`src/rtl/turtle_csr_pkg.sv`:
```
// Shared constants for the TURTLE machine-mode CSR file: addresses, masks,
// fixed read values and the read-channel state encoding.
package turtle_csr_pkg;

    localparam logic [11:0] CSR_MSTATUS   = 12'h300;
    localparam logic [11:0] CSR_MISA      = 12'h301;
    localparam logic [11:0] CSR_MIE       = 12'h304;
    localparam logic [11:0] CSR_MTVEC     = 12'h305;
    localparam logic [11:0] CSR_MSCRATCH  = 12'h340;
    localparam logic [11:0] CSR_MEPC      = 12'h341;
    localparam logic [11:0] CSR_MCAUSE    = 12'h342;
    localparam logic [11:0] CSR_MTVAL     = 12'h343;
    localparam logic [11:0] CSR_MIP       = 12'h344;
    localparam logic [11:0] CSR_MCYCLE    = 12'hB00;
    localparam logic [11:0] CSR_MCYCLEH   = 12'hB80;
    localparam logic [11:0] CSR_MINSTRET  = 12'hB02;
    localparam logic [11:0] CSR_MINSTRETH = 12'hB82;
    localparam logic [11:0] CSR_CYCLE     = 12'hC00;
    localparam logic [11:0] CSR_CYCLEH    = 12'hC80;
    localparam logic [11:0] CSR_INSTRET   = 12'hC02;
    localparam logic [11:0] CSR_INSTRETH  = 12'hC82;
    localparam logic [11:0] CSR_MHARTID   = 12'hF14;

    localparam logic [31:0] MISA_VAL      = 32'h4000_0100;
    localparam logic [31:0] MSTATUS_WMASK = 32'h0000_0088;
    localparam logic [31:0] MIE_WMASK     = 32'h0000_0888;
    localparam logic [31:0] MSTATUS_MPP   = 32'h0000_1800;
    localparam logic [31:0] ALIGN4_MASK   = 32'hFFFF_FFFC;

    localparam logic [1:0]  RRESP_OKAY    = 2'b00;
    localparam logic [1:0]  RRESP_SLVERR  = 2'b10;

    typedef enum logic {
        IDLE = 1'b0,
        RESP = 1'b1
    } rd_state_e;

endpackage

```
`src/rtl/csr_counter64.sv`:
```
// 64-bit free-running counter with independently writable halves; a write
// to either half takes precedence over the increment in that cycle.
module csr_counter64 (
    input  logic        clk,
    input  logic        reset,
    input  logic        inc,
    input  logic        wr_lo,
    input  logic        wr_hi,
    input  logic [31:0] wdata,
    output logic [63:0] count
);

    logic [63:0] r_count;

    always_ff @(posedge clk or posedge reset) begin
        if (reset) begin
            r_count <= '0;
        end else if (wr_lo || wr_hi) begin
            if (wr_lo) r_count[31:0]  <= wdata;
            if (wr_hi) r_count[63:32] <= wdata;
        end else if (inc) begin
            r_count <= r_count + 64'd1;
        end
    end

    assign count = r_count;

endmodule

```
`src/rtl/csr_file.sv`:
```
// Machine-mode CSR file: AXI4-Lite read responder, write sink, trap/mret
// state updates and the cycle/instret counters.
//   state | meaning
//   IDLE  | accepting a read address (arready high)
//   RESP  | holding rdata/rresp until rready (rvalid high)
module csr_file
    import turtle_csr_pkg::*;
(
    input  logic        clk,
    input  logic        reset,
    input  logic [11:0] axil_csr_araddr,
    input  logic        axil_csr_arvalid,
    output logic        axil_csr_arready,
    output logic [31:0] axil_csr_rdata,
    output logic [1:0]  axil_csr_rresp,
    output logic        axil_csr_rvalid,
    input  logic        axil_csr_rready,
    input  logic [11:0] csr_write_addr,
    input  logic [31:0] csr_write_val,
    input  logic        csr_write_valid,
    input  logic        instret_inc,
    input  logic [2:0]  irq_pending,
    input  logic        trap_valid,
    input  logic [31:0] trap_cause,
    input  logic [31:0] trap_epc,
    input  logic [31:0] trap_tval,
    input  logic        mret_valid,
    output logic [31:0] mtvec_out,
    output logic [31:0] mepc_out,
    output logic        mstatus_mie_out,
    output logic [31:0] mie_out
);

    rd_state_e   r_state, w_state_next;
    logic [31:0] r_mstatus, r_mie, r_mtvec, r_mscratch, r_mepc, r_mcause, r_mtval;
    logic [31:0] r_rdata, w_rdata;
    logic [1:0]  r_rresp, w_rresp;
    logic [63:0] w_mcycle, w_minstret;
    logic [31:0] w_mip;
    logic        w_ar_hs;

    function automatic logic wr_hit(input logic [11:0] a);
        return csr_write_valid && (csr_write_addr == a);
    endfunction

    csr_counter64 u_mcycle (
        .clk   (clk),
        .reset (reset),
        .inc   (1'b1),
        .wr_lo (wr_hit(CSR_MCYCLE)),
        .wr_hi (wr_hit(CSR_MCYCLEH)),
        .wdata (csr_write_val),
        .count (w_mcycle)
    );

    csr_counter64 u_minstret (
        .clk   (clk),
        .reset (reset),
        .inc   (instret_inc),
        .wr_lo (wr_hit(CSR_MINSTRET)),
        .wr_hi (wr_hit(CSR_MINSTRETH)),
        .wdata (csr_write_val),
        .count (w_minstret)
    );

    // Trap beats mret beats a CSR write, decided per register.
    always_ff @(posedge clk or posedge reset) begin
        if (reset) begin
            r_mstatus  <= '0;
            r_mie      <= '0;
            r_mtvec    <= '0;
            r_mscratch <= '0;
            r_mepc     <= '0;
            r_mcause   <= '0;
            r_mtval    <= '0;
        end else begin
            if (wr_hit(CSR_MIE))      r_mie      <= csr_write_val & MIE_WMASK;
            if (wr_hit(CSR_MTVEC))    r_mtvec    <= csr_write_val & ALIGN4_MASK;
            if (wr_hit(CSR_MSCRATCH)) r_mscratch <= csr_write_val;
            if (trap_valid) begin
                r_mepc    <= trap_epc & ALIGN4_MASK;
                r_mcause  <= trap_cause;
                r_mtval   <= trap_tval;
                r_mstatus <= {24'b0, r_mstatus[3], 7'b0};
            end else begin
                if (wr_hit(CSR_MEPC))   r_mepc   <= csr_write_val & ALIGN4_MASK;
                if (wr_hit(CSR_MCAUSE)) r_mcause <= csr_write_val;
                if (wr_hit(CSR_MTVAL))  r_mtval  <= csr_write_val;
                if (mret_valid)
                    r_mstatus <= {24'b0, 1'b1, 3'b0, r_mstatus[7], 3'b0};
                else if (wr_hit(CSR_MSTATUS))
                    r_mstatus <= csr_write_val & MSTATUS_WMASK;
            end
        end
    end

    assign w_mip = {20'b0, irq_pending[2], 3'b0, irq_pending[1], 3'b0, irq_pending[0], 3'b0};

    always_comb begin
        w_rdata = '0;
        w_rresp = RRESP_OKAY;
        case (axil_csr_araddr)
            CSR_MSTATUS:                w_rdata = r_mstatus | MSTATUS_MPP;
            CSR_MISA:                   w_rdata = MISA_VAL;
            CSR_MIE:                    w_rdata = r_mie;
            CSR_MTVEC:                  w_rdata = r_mtvec;
            CSR_MSCRATCH:               w_rdata = r_mscratch;
            CSR_MEPC:                   w_rdata = r_mepc;
            CSR_MCAUSE:                 w_rdata = r_mcause;
            CSR_MTVAL:                  w_rdata = r_mtval;
            CSR_MIP:                    w_rdata = w_mip;
            CSR_MCYCLE,   CSR_CYCLE:    w_rdata = w_mcycle[31:0];
            CSR_MCYCLEH,  CSR_CYCLEH:   w_rdata = w_mcycle[63:32];
            CSR_MINSTRET, CSR_INSTRET:  w_rdata = w_minstret[31:0];
            CSR_MINSTRETH, CSR_INSTRETH: w_rdata = w_minstret[63:32];
            CSR_MHARTID:                w_rdata = '0;
            default:                    w_rresp = RRESP_SLVERR;
        endcase
    end

    assign w_ar_hs = axil_csr_arvalid && (r_state == IDLE);

    always_comb begin
        w_state_next = r_state;
        case (r_state)
            IDLE:    if (axil_csr_arvalid) w_state_next = RESP;
            RESP:    if (axil_csr_rready)  w_state_next = IDLE;
            default: w_state_next = IDLE;
        endcase
    end

    always_ff @(posedge clk or posedge reset) begin
        if (reset) begin
            r_state <= IDLE;
            r_rdata <= '0;
            r_rresp <= RRESP_OKAY;
        end else begin
            r_state <= w_state_next;
            if (w_ar_hs) begin
                r_rdata <= w_rdata;
                r_rresp <= w_rresp;
            end
        end
    end

    assign axil_csr_arready = (r_state == IDLE);
    assign axil_csr_rvalid  = (r_state == RESP);
    assign axil_csr_rdata   = r_rdata;
    assign axil_csr_rresp   = r_rresp;
    assign mtvec_out        = r_mtvec;
    assign mepc_out         = r_mepc;
    assign mie_out          = r_mie;
    assign mstatus_mie_out  = r_mstatus[3];

endmodule
```
`config.mk`:
```
export PLATFORM = sky130hd
export DESIGN_NAME = csr_file
export DESIGN_NICKNAME = d
export VERILOG_FILES = /design/src/rtl/turtle_csr_pkg.sv /design/src/rtl/csr_counter64.sv /design/src/rtl/csr_file.sv
export SDC_FILE = /design/constraint.sdc
export NUM_CORES = 1
export LEC_CHECK = 0
export CAP_MARGIN = 20
export CORE_MARGIN = 2
export CORE_UTILIZATION = 30
export CTS_CLUSTER_SIZE = 8
export DETAILED_ROUTE_END_ITERATION = 10
export PLACE_DENSITY = 0.46
export SETUP_SLACK_MARGIN = 0.1
export SYNTH_ARGS = -nofsm -noshare
export SYNTH_HDL_FRONTEND = slang
export SYNTH_SLANG_ARGS = --single-unit
```
`constraint.sdc`:
```
create_clock -name clk -period 12.4 [get_ports clk]
set_clock_uncertainty 0.1 [all_clocks]
set_input_delay 2.48 -clock clk [delete_from_list [all_inputs] [get_ports clk]]
set_output_delay 2.48 -clock clk [all_outputs]
set_load 0.005 [all_outputs]
```
==> summary.md <==
| Metric | Value |
|---|---|
| Sequential fraction of design power | `42.8%` |
| Post-synth ARST share | `100.0%` |
| Headroom to the max-slew limit | `22.17%` |
| Total gr overflow | `0` |
| TritonCTS clock tree | `done` |
| Power share of the combinational group | `14.2%` |
| DRT Pass-1 Iters | `6` |
| Area leader, netlist | `dfrtp_1` |
| Post-Syn Area | `19,290 sq um` |
| Die height | `257.6 microns` |
| CTS sink cnt | `323` |
| Max-slew violations | `0` |
| Number of global-route vias before repair | `18,160` |
| Hold-fix buffers, CTS | `0` |
| Synth warn | `0` |
| Post-synthesis cell type count | `87` |
| Max-Cap Viols | `0` |
| Hpwl dp | `65.18 mm` |
| Gates resized, CTS repair | `0` |
| Nets | `2,490` |
| Final hold violation count | `0` |
| WL per Instance | `29.08 microns` |
| CP Buf/Inv Count | `1` |
| Hold path startpoint | `r_mscratch[14]` |
| Worst path top cell family by delay | `simple AND/OR/NAND/NOR gates` |
| Top cells by count, synth | `dfrtp_1 (323), nand2_1 (220), nor2_1 (174), a21oi_1 (142), clkbuf_1 (142)` |
| Via-per-instance ratio | `5.933` |
| Initial antenna violation count | `9` |
| CP Capture Type | `flop` |
| Worst Hold Class | `flop to flop` |
| Post-synth EDFFs | `0` |
| Clk buf depth | `3` |
| Final RePlAce weighted congestion | `0.9406` |
| Final setup vio count | `0` |
| Row Count | `92` |
| Initial Util | `30.47%` |
| Die Footprint | `66,360 sq um` |
| Postcts setup bufs | `0` |
| Final ANT Viol Nets | `0` |
| PD cells | `119.0 nW/um^2` |
| Final min period | `5.529 ns` |
| CTS clock-pin slew for the worst setup and hold paths | `0.05 ns` |
| Worst setup margin | `6.871 ns` |
| Crit path required time | `12.81 ns` |
| Hold Path Depth | `1` |
| Critical Path Start Type | `input pin` |
| Worst Hold End | `r_mscratch[14]` |
| Post-synth top area share | `41.89%` |
| Seq/Total Area, Yosys | `41.89%` |
| Worst-Skew Late Latency | `0.61 ns` |
| Setup TNS | `0 ns` |
| First-pass GRT wire length | `133.9 mm` |
| Die X | `257.6 microns` |
| GRT met1 Usage | `39.69%` |
| CTS Root Cell | `clkbuf_16` |
| Syn Inst Count | `2,157` |
| Switching power | `840.2 uW` |
| Worst vdd ir | `91.81 uV` |
| DR iter-0 viols | `2,186` |
| Port buffer count | `259` |
| RSZ-0062 raised after global routing | `false` |
| Leakage | `9.525 nW` |
| Setup WS pre-CTS | `6.416 ns` |
| Met2 Use GR | `41.53%` |
| R2r setup slk | `9.15 ns` |
| Vias | `18,880` |
| Count leader, synth | `dfrtp_1` |
| Switching Share | `29.64%` |
| DRC | `0` |
| Commonest register cell after synthesis | `dfrtp_1` |
| Util after Layout | `37.61%` |
| GRT Overall Usage | `27.35%` |
| Critical path, cell by cell | `clkdlybuf4s50_1 > or3_1 > nor3_2 > a22oi_1 > o221ai_1 > a21oi_1 > a211oi_1` |
| Core footprint | `63,310 sq um` |
| Main area contributors after synthesis | `dfrtp_1 (42%), mux2i_1 (7.2%), mux2_2 (5.6%)` |
| Met3 usage in global routing | `3.828%` |
| Cts bufs inserted | `47` |
| Detailed-route wire length | `92.53 mm` |
| Crit Path Category | `input pin to flop` |
| Design Power | `2.834 mW` |
| RR Startpoint | `u_mcycle.count[13]` |
| Htree depth | `2` |
| Mean Syn Cell Area | `8.945 sq um` |
| Yosys reg bits | `323` |
| Layout cells sized above 1 | `10.16%` |
| R2R Path End | `u_mcycle.count[47]` |
| Final Cycle Share | `44.59%` |
| Area added between synthesis and finish | `23.41%` |
| Slowest cell on the critical path | `clkdlybuf4s50_1` |
| Worst hold slack | `0.3994 ns` |
| Clock share of power | `43.0%` |
| Worst EP arrival | `5.94 ns` |
| Worst stage delay on the critical path | `0.76 ns` |
| Int Power | `1.994 mW` |
| Top Usage Layer GRT | `met2` |
| CP Max Fanout | `14` |
| Status | `finished clean` |
| Largest net degree at the start of global routing | `155` |
| Ports | `296` |
| Worst Tran Pin Value | `1.164 ns` |
| R2R depth | `6` |
| Fmax | `0.1809 GHz` |
-- cell families (layout without fill, tap and decap cells) --
group           count (synthesis)  in the layout  share of synthesized area, %
fa+ha+maj                       2              2                        0.1297
simple gates                  723            723                         18.48
flops                         323            323                         41.89
other cells                     1             37                       0.01944
compound gates                618            618                         20.46
xor+xnor                        1              1                       0.04540
buf+inv                       250            393                         5.739
mux                           239            239                         13.23
-- cell type report --
type | count | area [sq um]
Fill cell | 6357 | 39500
Multi-Input combinational cell | 1617 | 10310
Sequential cell | 323 | 8083
Timing Repair Buffer | 302 | 2912
Clock buffer | 54 | 1244
Tap cell | 846 | 1059
Inverter | 34 | 135.1
Clock inverter | 3 | 57.56
Antenna cell | 3 | 7.507
-- layer usage --
| metal | vias up | wire length (microns) |
|---|---|---|
| li1 | 8295 | - |
| met1 | 9523 | 41600 |
| met2 | 900 | 40780 |
| met3 | 154 | 6862 |
| met4 | 6 | 3241 |
| met5 | - | 45 |
-- cells in the final DEF (no fill, tap or decap), types with 10 or more instances in the layout --
cell | netlist | routed
dfrtp_1 | 323 | 323
clkdlybuf4s50_1 | 0 | 255
nand2_1 | 220 | 218
nor2_1 | 174 | 171
a21oi_1 | 142 | 142
mux2i_1 | 138 | 136
o21ai_0 | 103 | 103
mux2_2 | 96 | 96
o21ai_1 | 84 | 83
nand3_1 | 70 | 70
nand4_1 | 63 | 63
nor3_1 | 56 | 55
a22oi_1 | 52 | 52
clkbuf_16 | 0 | 48
a211oi_1 | 41 | 41
buf_4 | 37 | 41
conb_1 | 1 | 34
inv_1 | 34 | 33
o22ai_1 | 33 | 33
and3_1 | 28 | 28
a221oi_1 | 23 | 23
nor4_1 | 19 | 17
o32ai_1 | 17 | 17
or3_1 | 14 | 14
a31oi_1 | 12 | 12
a311oi_1 | 11 | 11
o22a_1 | 11 | 11
and4_1 | 11 | 11
o221ai_1 | 10 | 10
-- per-stage QoR --
stage	cells	area, sq um
detailed placement	3122	22500
global placement	3121	22500
CTS	3179	23800
global route	3180	23810
finish	3182	23810
floorplan	2190	19420
-- worst max-delay path by stage --
stage | start | end | depth (start not counted)
floorplan | reset | axil_csr_rdata[0] | 1
global placement | csr_write_addr[3] | u_minstret.count[0] | 9
detailed placement | csr_write_addr[3] | u_minstret.count[2] | 9
CTS | csr_write_addr[3] | u_minstret.count[0] | 9
global route | csr_write_addr[3] | u_minstret.count[27] | 9
finish | axil_csr_araddr[2] | axil_csr_rdata[5] | 7
-- registers in the layout, indices dropped and copies added, names as in the netlist --
| signal | flops |
|---|---|
| axil_csr_rresp | 1 |
| mepc_out | 30 |
| axil_csr_rdata | 32 |
| axil_csr_rvalid | 1 |
| r_mscratch | 32 |
| r_mcause | 32 |
| u_minstret.count | 64 |
| mie_out | 3 |
| u_mcycle.count | 64 |
| r_mtval | 32 |
| r_mstatus | 2 |
| mtvec_out | 30 |
-- power groups by stage --
stage	Combinational (mW)	Clock (mW)	Sequential, mW
after global routing	0.436	1.27	1.22
final	0.403	1.22	1.21
after CTS	0.404	1.23	1.21
after global placement	0.398	0	1.22
after detailed placement	0.402	0	1.23
after floorplan	0.207	0	1.19
No activity file was read; power rests on OpenSTA's default activity.
==> RTL edit (config.mk and constraints unchanged) <==
Add an input register stage for `irq_pending`, cleared by the reset; this delays it by one clock. The other inputs are not delayed to match.
--- a/src/rtl/csr_file.sv
+++ b/src/rtl/csr_file.sv
@@ -32,2 +32,12 @@
 );
+
+    logic [2:0] irq_pending_q;
+
+    always_ff @(posedge clk or posedge reset) begin
+        if (reset) begin
+            irq_pending_q <= '0;
+        end else begin
+            irq_pending_q <= irq_pending;
+        end
+    end
 
@@ -96,3 +106,3 @@
 
-    assign w_mip = {20'b0, irq_pending[2], 3'b0, irq_pending[1], 3'b0, irq_pending[0], 3'b0};
+    assign w_mip = {20'b0, irq_pending_q[2], 3'b0, irq_pending_q[1], 3'b0, irq_pending_q[0], 3'b0};
 
Formal check against the unedited RTL: not equivalent (a bounded check fails within 4 cycles, from zero or initial values and one cycle with reset high).
==> RTL edit against the original RTL <==
- total power is 2.1% higher
- setup slack worse by 0.13 ns
- routed wire length is 7.0% lower
- sequential cell count is 3 higher
- combinational power is 11% higher
- design area hardly changed
- synthesized cell count is 1.3% lower
- synthesized area is 0.12% higher
- die area is 0.12% higher
- largest cell class unchanged
==> RTL edit: results (changes against the original RTL) <==
status finished, final reports clean; Leakage 9.298 nW (-2.4%); post-synthesis compound-gate area fraction 0.2051 (+0.0005255); met2 usage 0.4055 (-0.009857); Seq power 1.25 mW (+3%); total track usage 0.2538 (-0.01970); Placement Setup Slack 6.057 ns (-0.3582 ns); CP Max Fanout 19 (+5); Detailed Route WL 86030 um (-7.0%); pwr/cell area 121.6 mW/mm^2 (+2.2%); VDD IR-drop max 0.00009417 V (+2.6%); NetSw 0.8570 mW (+2.0%); sequential area share after synthesis 0.4223 (+0.003371); Cell variety after synth 84 (-3.4%); post-synthesis mux area share 0.1355 (+0.003205); Placement Cell Area 0.02248 mm^2 (about the same); first-pass GRT wire length 126000 um (-5.9%); largest net degree at the start of global routing 104 (-33%); metal3 WL 6590 um (-4.0%); synth cell count leaders 326 x dfrtp_1, 226 x nand2_1, 189 x nor2_1, 170 x o21ai_0, 160 x a21oi_1; delay of the slowest critical-path stage 1.08 ns (+0.32 ns); met1 usage 0.3453 (-0.05159); routability cong. 0.8956 (-4.8%); mean routed wirelength per cell 27.19 um (-6.5%); Reg2Reg Depth 8 (+2); Nets 2464 (-1.0%); max_slew headroom 0.2254 (+0.003719); global routing usage on met3 0.04810 (+0.009815); top layer in use met4; XOR/XNOR share of the synthesized area 0.001360 (+0.0009062); initial antenna violation count 6 (-3); vias 18414 (-2.5%); largest cells by area after synthesis dfrtp_1 42%, mux2i_1 6.8%, mux2_2 5.1%, o21ai_0 4.4%, nand2_1 4.4%; met1 wire length 36870 um (-11%); met2 WL 39870 um (-2.2%)
RTL edit: final timing paths:
check / from / end / slack (ns)
setup / recovery: axil_csr_araddr[6] / axil_csr_rdata[15] / 6.74
hold / removal: axil_csr_rdata[17] / axil_csr_rdata[17] / 0.38
setup reg to reg: u_mcycle.count[0] / u_mcycle.count[34] / 8.96
hold reg to reg: axil_csr_rdata[17] / axil_csr_rdata[17] / 0.38
max in group asynchronous: reset / u_minstret.count[60] / 7.63
min in group asynchronous: reset / r_mtval[2] / 2.26
RTL edit: layout make-up:
cell class | count | area, um^2
Fill cell | 6597 | 40210
Multi-Input combinational cell | 1610 | 10300
Sequential cell | 326 | 8158
Timing Repair Buffer | 297 | 2908
Clock buffer | 53 | 1220
Tap cell | 855 | 1070
Inverter | 17 | 71.32
Clock inverter | 3 | 57.56
Antenna cell | 3 | 7.507
RTL edit: critical path: cells and delay by family:
kind            cells  cell delay (ns)
buf+inv             3             1.62
compound gates      3             1.39
simple gates        3             0.52
